`src/rtl/calc_pkg.sv`:
```
// rtl/calc_pkg.sv - shared types, glyphs and range bounds for the calculator display
package calc_pkg;

    typedef enum logic [1:0] {
        BLANK = 2'd0,
        SHOW  = 2'd1,
        ERROR = 2'd2
    } state_e;

    // Segment order is {a,b,c,d,e,f,g}, active-high.
    localparam logic [6:0] SEG_MINUS = 7'b0000001;
    localparam logic [6:0] SEG_E     = 7'b1001111;
    localparam logic [6:0] SEG_R     = 7'b0000101;
    localparam logic [6:0] SEG_BLANK = 7'b0000000;

    localparam logic [4:0] POS_MAX = 5'd18;
    localparam logic [4:0] NEG_MIN = 5'd23;

    localparam int unsigned CNT_W = 20;

    function automatic logic [6:0] digit_glyph(input logic [3:0] d);
        logic [6:0] g;
        case (d)
            4'd0:    g = 7'b1111110;
            4'd1:    g = 7'b0110000;
            4'd2:    g = 7'b1101101;
            4'd3:    g = 7'b1111001;
            4'd4:    g = 7'b0110011;
            4'd5:    g = 7'b1011011;
            4'd6:    g = 7'b1011111;
            4'd7:    g = 7'b1110000;
            4'd8:    g = 7'b1111111;
            4'd9:    g = 7'b1111011;
            default: g = SEG_BLANK;
        endcase
        return g;
    endfunction

    // Codes 19..22 cannot come out of a single-digit add or subtract.
    function automatic logic is_unreachable(input logic [4:0] r);
        return (r > POS_MAX) && (r < NEG_MIN);
    endfunction

endpackage

```
`src/rtl/calc_bin2sd_v.sv`:
```
// rtl/calc_bin2sd_v.sv - 5-bit calculator result to tens/sign and ones glyphs
module calc_bin2sd_v
    import calc_pkg::*;
(
    input  logic [4:0] result_i,
    output logic [6:0] tens_glyph_o,
    output logic [6:0] ones_glyph_o,
    output logic       err_o
);

    logic [3:0] ones_digit;
    logic [6:0] ones_seg;

    always_comb begin
        ones_digit   = 4'd0;
        tens_glyph_o = SEG_BLANK;
        err_o        = 1'b0;
        if (result_i <= POS_MAX) begin
            if (result_i >= 5'd10) begin
                tens_glyph_o = digit_glyph(4'd1);
                ones_digit   = 4'(result_i - 5'd10);
            end else begin
                tens_glyph_o = digit_glyph(4'd0);
                ones_digit   = result_i[3:0];
            end
        end else if (result_i >= NEG_MIN) begin
            // Two's-complement magnitude of the low nibble: 10111 -> 9 ... 11111 -> 1.
            tens_glyph_o = SEG_MINUS;
            ones_digit   = (~result_i[3:0]) + 4'd1;
        end else begin
            tens_glyph_o = SEG_E;
            err_o        = 1'b1;
        end
    end

    seg_decoder_v u_ones_dec (
        .digit_i (ones_digit),
        .seg_o   (ones_seg)
    );

    assign ones_glyph_o = err_o ? SEG_R : ones_seg;

endmodule

```
`src/rtl/seg_decoder_v.sv`:
```
// rtl/seg_decoder_v.sv - BCD digit to active-high abcdefg segment pattern
module seg_decoder_v
    import calc_pkg::*;
(
    input  logic [3:0] digit_i,
    output logic [6:0] seg_o
);

    always_comb begin
        seg_o = digit_glyph(digit_i);
    end

endmodule

```
`src/rtl/calc_display_v.sv`:
```
// rtl/calc_display_v.sv - result capture, classification FSM and two-digit 7-segment scan
module calc_display_v
    import calc_pkg::*;
#(
    parameter int unsigned SCAN_DIV = 50000
) (
    input  logic       CLK,
    input  logic       RST,
    input  logic       LOAD,
    input  logic [4:0] RESULT,
    output logic [6:0] SEG,
    output logic [1:0] AN,
    output logic       ERR
);

    localparam logic [CNT_W-1:0] CNT_LAST = CNT_W'(SCAN_DIV - 1);

    state_e           state_q, state_d;
    logic [4:0]       value_q, value_d;
    logic [CNT_W-1:0] cnt_q, cnt_d;
    logic             digit_q, digit_d;
    logic [6:0]       seg_q, seg_d;
    logic [1:0]       an_q, an_d;
    logic             err_q, err_d;

    logic [6:0]       tens_glyph;
    logic [6:0]       ones_glyph;
    logic             disp_err;

    calc_bin2sd_v u_bin2sd (
        .result_i     (value_q),
        .tens_glyph_o (tens_glyph),
        .ones_glyph_o (ones_glyph),
        .err_o        (disp_err)
    );

    always_ff @(posedge CLK) begin
        if (RST) begin
            state_q <= BLANK;
            value_q <= 5'd0;
            cnt_q   <= '0;
            digit_q <= 1'b0;
            seg_q   <= SEG_BLANK;
            an_q    <= 2'b11;
            err_q   <= 1'b0;
        end else begin
            state_q <= state_d;
            value_q <= value_d;
            cnt_q   <= cnt_d;
            digit_q <= digit_d;
            seg_q   <= seg_d;
            an_q    <= an_d;
            err_q   <= err_d;
        end
    end

    always_comb begin
        state_d = state_q;
        value_d = value_q;
        if (LOAD) begin
            value_d = RESULT;
            state_d = is_unreachable(RESULT) ? ERROR : SHOW;
        end
    end

    // Scan timing is independent of LOAD so the digit phase never slips.
    always_comb begin
        cnt_d   = cnt_q + 1'b1;
        digit_d = digit_q;
        if (cnt_q == CNT_LAST) begin
            cnt_d   = '0;
            digit_d = ~digit_q;
        end
    end

    // AN and SEG are selected from the same digit_q so enable and glyph always match.
    always_comb begin
        seg_d = SEG_BLANK;
        an_d  = 2'b11;
        err_d = 1'b0;
        if (state_q != BLANK) begin
            err_d = disp_err;
            if (digit_q) begin
                an_d  = 2'b01;
                seg_d = tens_glyph;
            end else begin
                an_d  = 2'b10;
                seg_d = ones_glyph;
            end
        end
    end

    assign SEG = seg_q;
    assign AN  = an_q;
    assign ERR = err_q;

endmodule

```
`config.mk`:
```
export PLATFORM = sky130hd
export DESIGN_NAME = calc_display_v
export DESIGN_NICKNAME = d
export VERILOG_FILES = /design/src/rtl/calc_pkg.sv /design/src/rtl/calc_bin2sd_v.sv /design/src/rtl/seg_decoder_v.sv /design/src/rtl/calc_display_v.sv
export SDC_FILE = /design/constraint.sdc
export NUM_CORES = 1
export LEC_CHECK = 0
export CORE_UTILIZATION = 35
export DETAILED_ROUTE_END_ITERATION = 8
export GPL_ROUTABILITY_DRIVEN = 1
export PLACE_DENSITY_LB_ADDON = 0.05
export SYNTH_ARGS = -nofsm -noshare
export SYNTH_HDL_FRONTEND = slang
export SYNTH_SLANG_ARGS = --single-unit
```
`constraint.sdc`:
```
create_clock -name CLK -period 2.4 [get_ports CLK]
set_input_delay 0.72 -clock CLK [delete_from_list [all_inputs] [get_ports CLK]]
set_output_delay 0.72 -clock CLK [all_outputs]
set_load 0.02 [all_outputs]
```
==> impl_metrics.py, run 1 <==
metrics = {
    "cts": {
        "htree_levels": 2,
        "cts_tree": "built",
        "clockRootBuffer": "clkbuf_8",
        "post_cts_buffers": 0,
        "cts_buffers": 5,
        "clock_sinks": 38,
        "clk_path_buf_depth": 2,
        "clk_pin_slew_worst_paths_ns": 0.08,
        "insertion_delay_ns": 0.28,
    },
    "hold_path": {
        "min_to": "cnt_q[0]$_SDFF_PP0_",
        "hp-class": "reg -> reg",
        "hp-start": "cnt_q[0]$_SDFF_PP0_",
        "hold-path-cell-count": 1,
    },
    "worst_setup_path": {
        "slowest_delay_ns": 0.55,
        "path_max_fanout": 7,
        "rrSetupSlack_ns": 0.12,
        "cp.required_ns": 2.62,
        "worst_r2r_path_depth": 8,
        "start_kind": "register",
        "cp.arrival_ns": 2.50,
        "crit_path_start": "value_q[1]$_SDFFE_PP0P_",
        "reg2reg_from": "value_q[1]$_SDFFE_PP0P_",
        "path_class": "reg -> reg",
        "r2r-end": "SEG[0]$_SDFF_PP0_",
        "cp_slowest_cell": "or4_4",
        "end_kind": "register",
        "path_cells": "inv_1 > ha_2 > nand2b_2 > o21a_1 > a22o_1 > ha_1 > or4_4 > o211ai_2",
    },
    "die": {
        "fp.coreArea_um2": 5270,
        "dieArea_um2": 5930,
        "dieHeight_um": 77.0,
        "io_pins": 18,
        "row_count": 26,
        "die_w_um": 77.0,
        "start_util_pct": 37.4,
    },
    "final_layout": {
        "regArea_um2": 763,
        "layout_common_cells": "43 x nor2_1, 36 x dfxtp_1, 18 x buf_4, 17 x nand2_1, 17 x clkdlybuf4s50_1",
        "layout_commonest_cell": "nor2_1",
        "multi_input_area_um2": 1130,
        "fillers": 540,
        "diodes": 0,
        "drive_gt1_share_pct": 14.5,
        "nets": 284,
        "syn2layout_area_growth_pct": 23.8,
    },
    "grt": {
        "grt-ovfl-total": 0,
        "grt_max_degree": 21,
        "track_usage_pct": 15.1,
        "grt_first_pass_wirelength_um": 7160,
        "antenna_found_initial": 0,
        "grt_pass1_vias": 1521,
    },
    "sta": {
        "period_share_pct": 94.9,
        "max_freq_mhz": 439,
        "slew_headroom_pct": 70.1,
        "slew_violations": 0,
        "grt_setup_unrepaired": "false",
        "setup_viol": 0,
        "fin_skew_ns": 0.00741,
        "worst_pin_slew_ns": 0.447,
        "finalHoldViolCount": 0,
        "period_minus_slack_ns": 2.28,
        "whs_ns": 0.467,
    },
    "detailed_routing": {
        "vias_per_cell": 4.75,
        "routed-via-count": 1576,
        "drc": 0,
        "drt_wl_total_um": 3940,
        "wl_per_cell_um": 11.9,
        "drtIter0Drc": 70,
        "drt-pass1-iter-count": 4,
        "drt.antenna.violating_nets": 0,
    },
    "place": {
        "dpl.hpwl_um": 2980,
        "gp_congestion": 0.763,
        "portBuffers": 17,
    },
    "power": {
        "finalPower_w": 0.00146,
        "peakVddDrop_mv": 0.261,
        "powerDensity_nw_per_um2": 600,
        "p_leak_nw": 0.979,
    },
    "flow_run": {
        "cap_violations": 0,
    },
    "synth": {
        "synthTopCellsByArea": "dfxtp_1 39%, ha_1 8.9%, nor2_1 8.2%",
        "avgSynthCellArea_um2": 8.68,
        "synthCells": 227,
        "synth_seq_cells": 38,
        "yosysTopAreaCellShare_pct": 38.6,
        "yosysWarnings": 0,
        "ys_seq_area_share_pct": 38.6,
        "synth.distinct_cells": 46,
        "synth_ff_type": "dfxtp_1",
        "yosysTopAreaCell": "dfxtp_1",
        "netlist_area_um2": 1970,
        "synth-edff-count": 0,
        "async_reset_ff_share_pct": 0,
        "syn-num-nets": 249,
    },
    "run_status": {
        "status": "finished, final reports clean",
    },
}
-- power breakdown --
part	leakage [nW]	total, W	switching (W)	internal, W
Sequential	0.310	0.000670	0.0000157	0.000654
Clock	0.0573	0.000551	0.000219	0.000333
Combinational	0.612	0.000241	0.000124	0.000117
Total	0.979	0.00146	0.000358	0.00110
-- layer usage --
layer	track usage, %	up-vias	routed length [um]
met2	23.1	24	1670
met3	3.93	4	110
li1	-	841	-
met4	2.83	0	23
met5	0	-	0
met1	21.3	707	2140
-- critical path, delay by kind of cell (launching register included) --
family	cells	cell delay, ns
AO/OA/AOI/OAI	3	0.55
adder cells (fa/ha/maj)	2	0.39
buffers and inverters	1	0.08
flip-flops	1	0.42
AND/OR/NAND/NOR	2	0.77
-- synthesized netlist by cell type, types with 3 or more instances --
library cell  count
nand2_1          17
xnor2_1           9
xor2_1           13
o21ai_1           3
nor2_1           43
nand3_1          12
a21oi_1           7
ha_1             14
inv_1            10
mux2i_1           4
clkbuf_1          4
nor2b_1           3
a31oi_1           5
nor4_1            3
dfxtp_1          38
nand4_1           6
-- stage by stage --
stage | instance area (um^2) | instances | worst slack [ns] | util, % | TNS [ns]
3_5_place_dp | 2320 | 325 | -0.00622 | 44.0 | -0.00622
4_1_cts | 2430 | 332 | 0.0626 | 46.2 | 0
3_3_place_gp | 2320 | 325 | -0.000525 | 44.0 | -0.000525
2_1_floorplan | 1970 | 227 | 0.00897 | - | 0
5_1_grt | 2440 | 332 | 0.00138 | 46.2 | 0
6_report | 2440 | 332 | 0.121 | 46.2 | 0
-- cell families after synthesis --
| family | Yosys count | share of synthesized area [%] |
|---|---|---|
| flops | 38 | 38.6 |
| xor+xnor | 22 | 9.78 |
| buf+inv | 18 | 4.26 |
| mux | 4 | 2.03 |
| simple gates | 97 | 23.7 |
| compound gates | 34 | 12.7 |
| fa+ha+maj | 14 | 8.89 |
-- worst max-delay path by stage --
stage / to / cells after the start
finish: SEG[0]$_SDFF_PP0_ / 8
global route: SEG[3]$_SDFF_PP0_ / 9
CTS: SEG[0]$_SDFF_PP0_ / 9
detailed placement: SEG[0]$_SDFF_PP0_ / 8
global placement: SEG[3]$_SDFF_PP0_ / 8
floorplan: SEG[0]$_SDFF_PP0_ / 10
-- sequential cells by signal (all words and copies together), names as in the netlist --
| signal | count |
|---|---|
| AN | 2 |
| ERR | 1 |
| cnt_q | 20 |
| value_q | 5 |
| state_q | 2 |
| SEG | 7 |
| digit_q | 1 |
-- timing repair --
action                     4_1_cts  5_1_grt
hold buffers                     0        0
pin swaps                        0        1
gates resized for setup          1        2
setup endpoints to repair        2        5
cloned                           0        0
-- final cells by class --
| class | count | area share, % |
|---|---|---|
| clock buffers | 6 | 3.39 |
| flip-flops and latches | 38 | 31.3 |
| clock inverters | 1 | 1.23 |
| multi-input cells | 171 | 46.3 |
| inverters | 11 | 1.69 |
| well taps | 70 | 3.59 |
| repair buffers | 35 | 12.5 |
No activity file was read; power rests on OpenSTA's default activity.
==> inputs of run 2 (changes only) <==
CTS_CLUSTER_SIZE = 10   (was not set)
clock period = 2.95 ns   (was 2.4 ns; I/O delays follow)
==> impl_metrics.py, run 2 (synthesized netlist as in run 1, its figures left out) <==
metrics = {
    "worst_setup_path": {
        "end_kind": "register",
        "worst_path_dominant_cell_family": "simple AND/OR/NAND/NOR gates",
        "cp.required_ns": 3.16,
        "path_cells": "inv_1 > ha_1 > nand2b_2 > o21ai_2 > nand2_1 > nand2_1 > inv_1 > ha_1 > or4_4 > o211ai_2",
        "path_class": "reg -> reg",
        "start_kind": "register",
        "cp_slowest_cell": "or4_4",
        "cp.arrival_ns": 2.91,
        "path_buf_inv": 2,
        "path_max_fanout": 7,
        "slowest_delay_ns": 0.55,
    },
    "run_status": {
        "status": "finished, final reports clean",
    },
    "die": {
        "row_count": 26,
        "start_util_pct": 37.4,
        "fp.coreArea_um2": 5270,
        "dieHeight_um": 77.0,
        "io_pins": 18,
        "die_w_um": 77.0,
        "dieArea_um2": 5930,
    },
    "sta": {
        "fin_skew_ns": 0.00724,
        "finalHoldViolCount": 0,
        "worst_pin_slew_ns": 0.554,
        "setup_viol": 0,
        "setup_tns_ns": 0,
        "max_freq_mhz": 370,
        "period_minus_slack_ns": 2.70,
        "slew_headroom_pct": 62.7,
        "slew_violations": 0,
        "grt_setup_unrepaired": "false",
        "period_share_pct": 91.6,
    },
    "final_layout": {
        "syn2layout_area_growth_pct": 17.9,
        "diodes": 0,
        "utilization_pct": 44.0,
        "nets": 270,
        "layout_commonest_cell": "nor2_1",
        "top_register": "cnt_q",
        "largest_register_ffs": 20,
        "drive_gt1_share_pct": 8.03,
        "layout_common_cells": "43 x nor2_1, 38 x dfxtp_1, 17 x nand2_1, 17 x clkdlybuf4s50_1, 14 x ha_1",
    },
    "cts": {
        "cts_hold_buf": 0,
        "clk_path_buf_depth": 2,
        "clk_pin_slew_worst_paths_ns": 0.07,
        "cts_buffers": 5,
        "cts_tree": "built",
        "post_cts_buffers": 0,
        "clockRootBuffer": "clkbuf_8",
        "cts_resized": 0,
        "htree_levels": 2,
        "clock_sinks": 38,
        "insertion_delay_ns": 0.29,
    },
    "power": {
        "switching_power_w": 0.000283,
        "p_seq_share_pct": 47.5,
        "p_leak_nw": 0.909,
        "internal_power_w": 0.000864,
        "peakVddDrop_mv": 0.240,
        "comb_power_share_pct": 15.3,
        "powerDensity_nw_per_um2": 494,
        "finalPower_w": 0.00115,
        "p_clk_share_pct": 37.2,
        "swShare_pct": 24.7,
    },
    "detailed_routing": {
        "drtIter0Drc": 71,
        "drt-pass1-iter-count": 4,
        "vias_per_cell": 4.75,
        "wl_per_cell_um": 11.6,
        "drt_wl_total_um": 3700,
        "routed-via-count": 1515,
        "drt.antenna.violating_nets": 0,
        "drc": 0,
    },
    "grt": {
        "antenna_found_initial": 0,
        "grt_first_pass_wirelength_um": 6820,
        "track_usage_pct": 14.5,
        "grt-ovfl-total": 0,
        "grt_max_degree": 21,
        "grt_pass1_vias": 1452,
    },
    "flow_run": {
        "cap_violations": 0,
    },
    "place": {
        "portBuffers": 17,
        "dpl.hpwl_um": 2740,
        "gp_congestion": 0.771,
    },
    "hold_path": {
        "hp-class": "reg -> reg",
    },
}
-- run 2: cell types whose count changed in the layout (fill, tap and decap cells not counted) --
cell / delta
ha_2: -1
buf_4: -14
clkbuf_8: -1
clkbuf_1: +2
ha_1: +1
dfxtp_2: -2
dfxtp_1: +2
-- run 2: metrics by stage --
| step | area [um^2] | hold slack, ns | setup WS, ns | cells |
|---|---|---|---|---|
| 2_1_floorplan | 1970 | 0.430 | 0.559 | 227 |
| 3_3_place_gp | 2210 | 0.445 | 0.297 | 311 |
| 3_5_place_dp | 2210 | 0.456 | 0.231 | 311 |
| 4_1_cts | 2320 | 0.474 | 0.232 | 319 |
| 5_1_grt | 2320 | 0.493 | 0.00697 | 319 |
| 6_report | 2320 | 0.466 | 0.249 | 319 |
-- run 2: power by group through the flow --
stage | logic [W] | registers (W) | clock network, W
6_report | 0.000176 | 0.000545 | 0.000427
4_1_cts | 0.000177 | 0.000545 | 0.000441
5_1_grt | 0.000198 | 0.000548 | 0.000465
2_1_floorplan | 0.000113 | 0.000567 | 0
3_5_place_dp | 0.000175 | 0.000557 | 0
3_3_place_gp | 0.000179 | 0.000557 | 0
-- run 2: metal layers --
metal	part of all wire [%]	routed length, um	up-vias	GRT usage (%)
met4	1.8	66	0	6.23
met1	55	2040	671	20.6
li1	-	-	811	-
met5	0	0	-	0
met2	40	1490	26	20.5
met3	3.1	116	7	3.57
-- run 2: path summary, 6_finish.rpt --
check	startpoint	endpoint	slack (ns)	cells after the start
worst min register to register	cnt_q[0]$_SDFF_PP0_	cnt_q[0]$_SDFF_PP0_	0.47	1
worst min-delay path	cnt_q[0]$_SDFF_PP0_	cnt_q[0]$_SDFF_PP0_	0.47	1
worst max-delay path	value_q[1]$_SDFFE_PP0P_	SEG[0]$_SDFF_PP0_	0.25	10
worst max register to register	value_q[1]$_SDFFE_PP0P_	SEG[0]$_SDFF_PP0_	0.25	10
-- run 2: worst register-to-register path: stages (launching register included) --
cell	delay, ns
dfxtp_1	0.46
inv_1	0.13
ha_1	0.26
nand2b_2	0.24
o21ai_2	0.30
nand2_1	0.12
nand2_1	0.20
inv_1	0.09
ha_1	0.20
or4_4	0.55
o211ai_2	0.08
-- run 2: area by class of cell --
cell class	count	area (um^2)
clock inverters	1	30.0
well taps	70	87.6
inverters	11	41.3
clock buffers	7	76.3
repair buffers	21	200
fillers	546	2950
multi-input cells	171	1120
flip-flops and latches	38	761
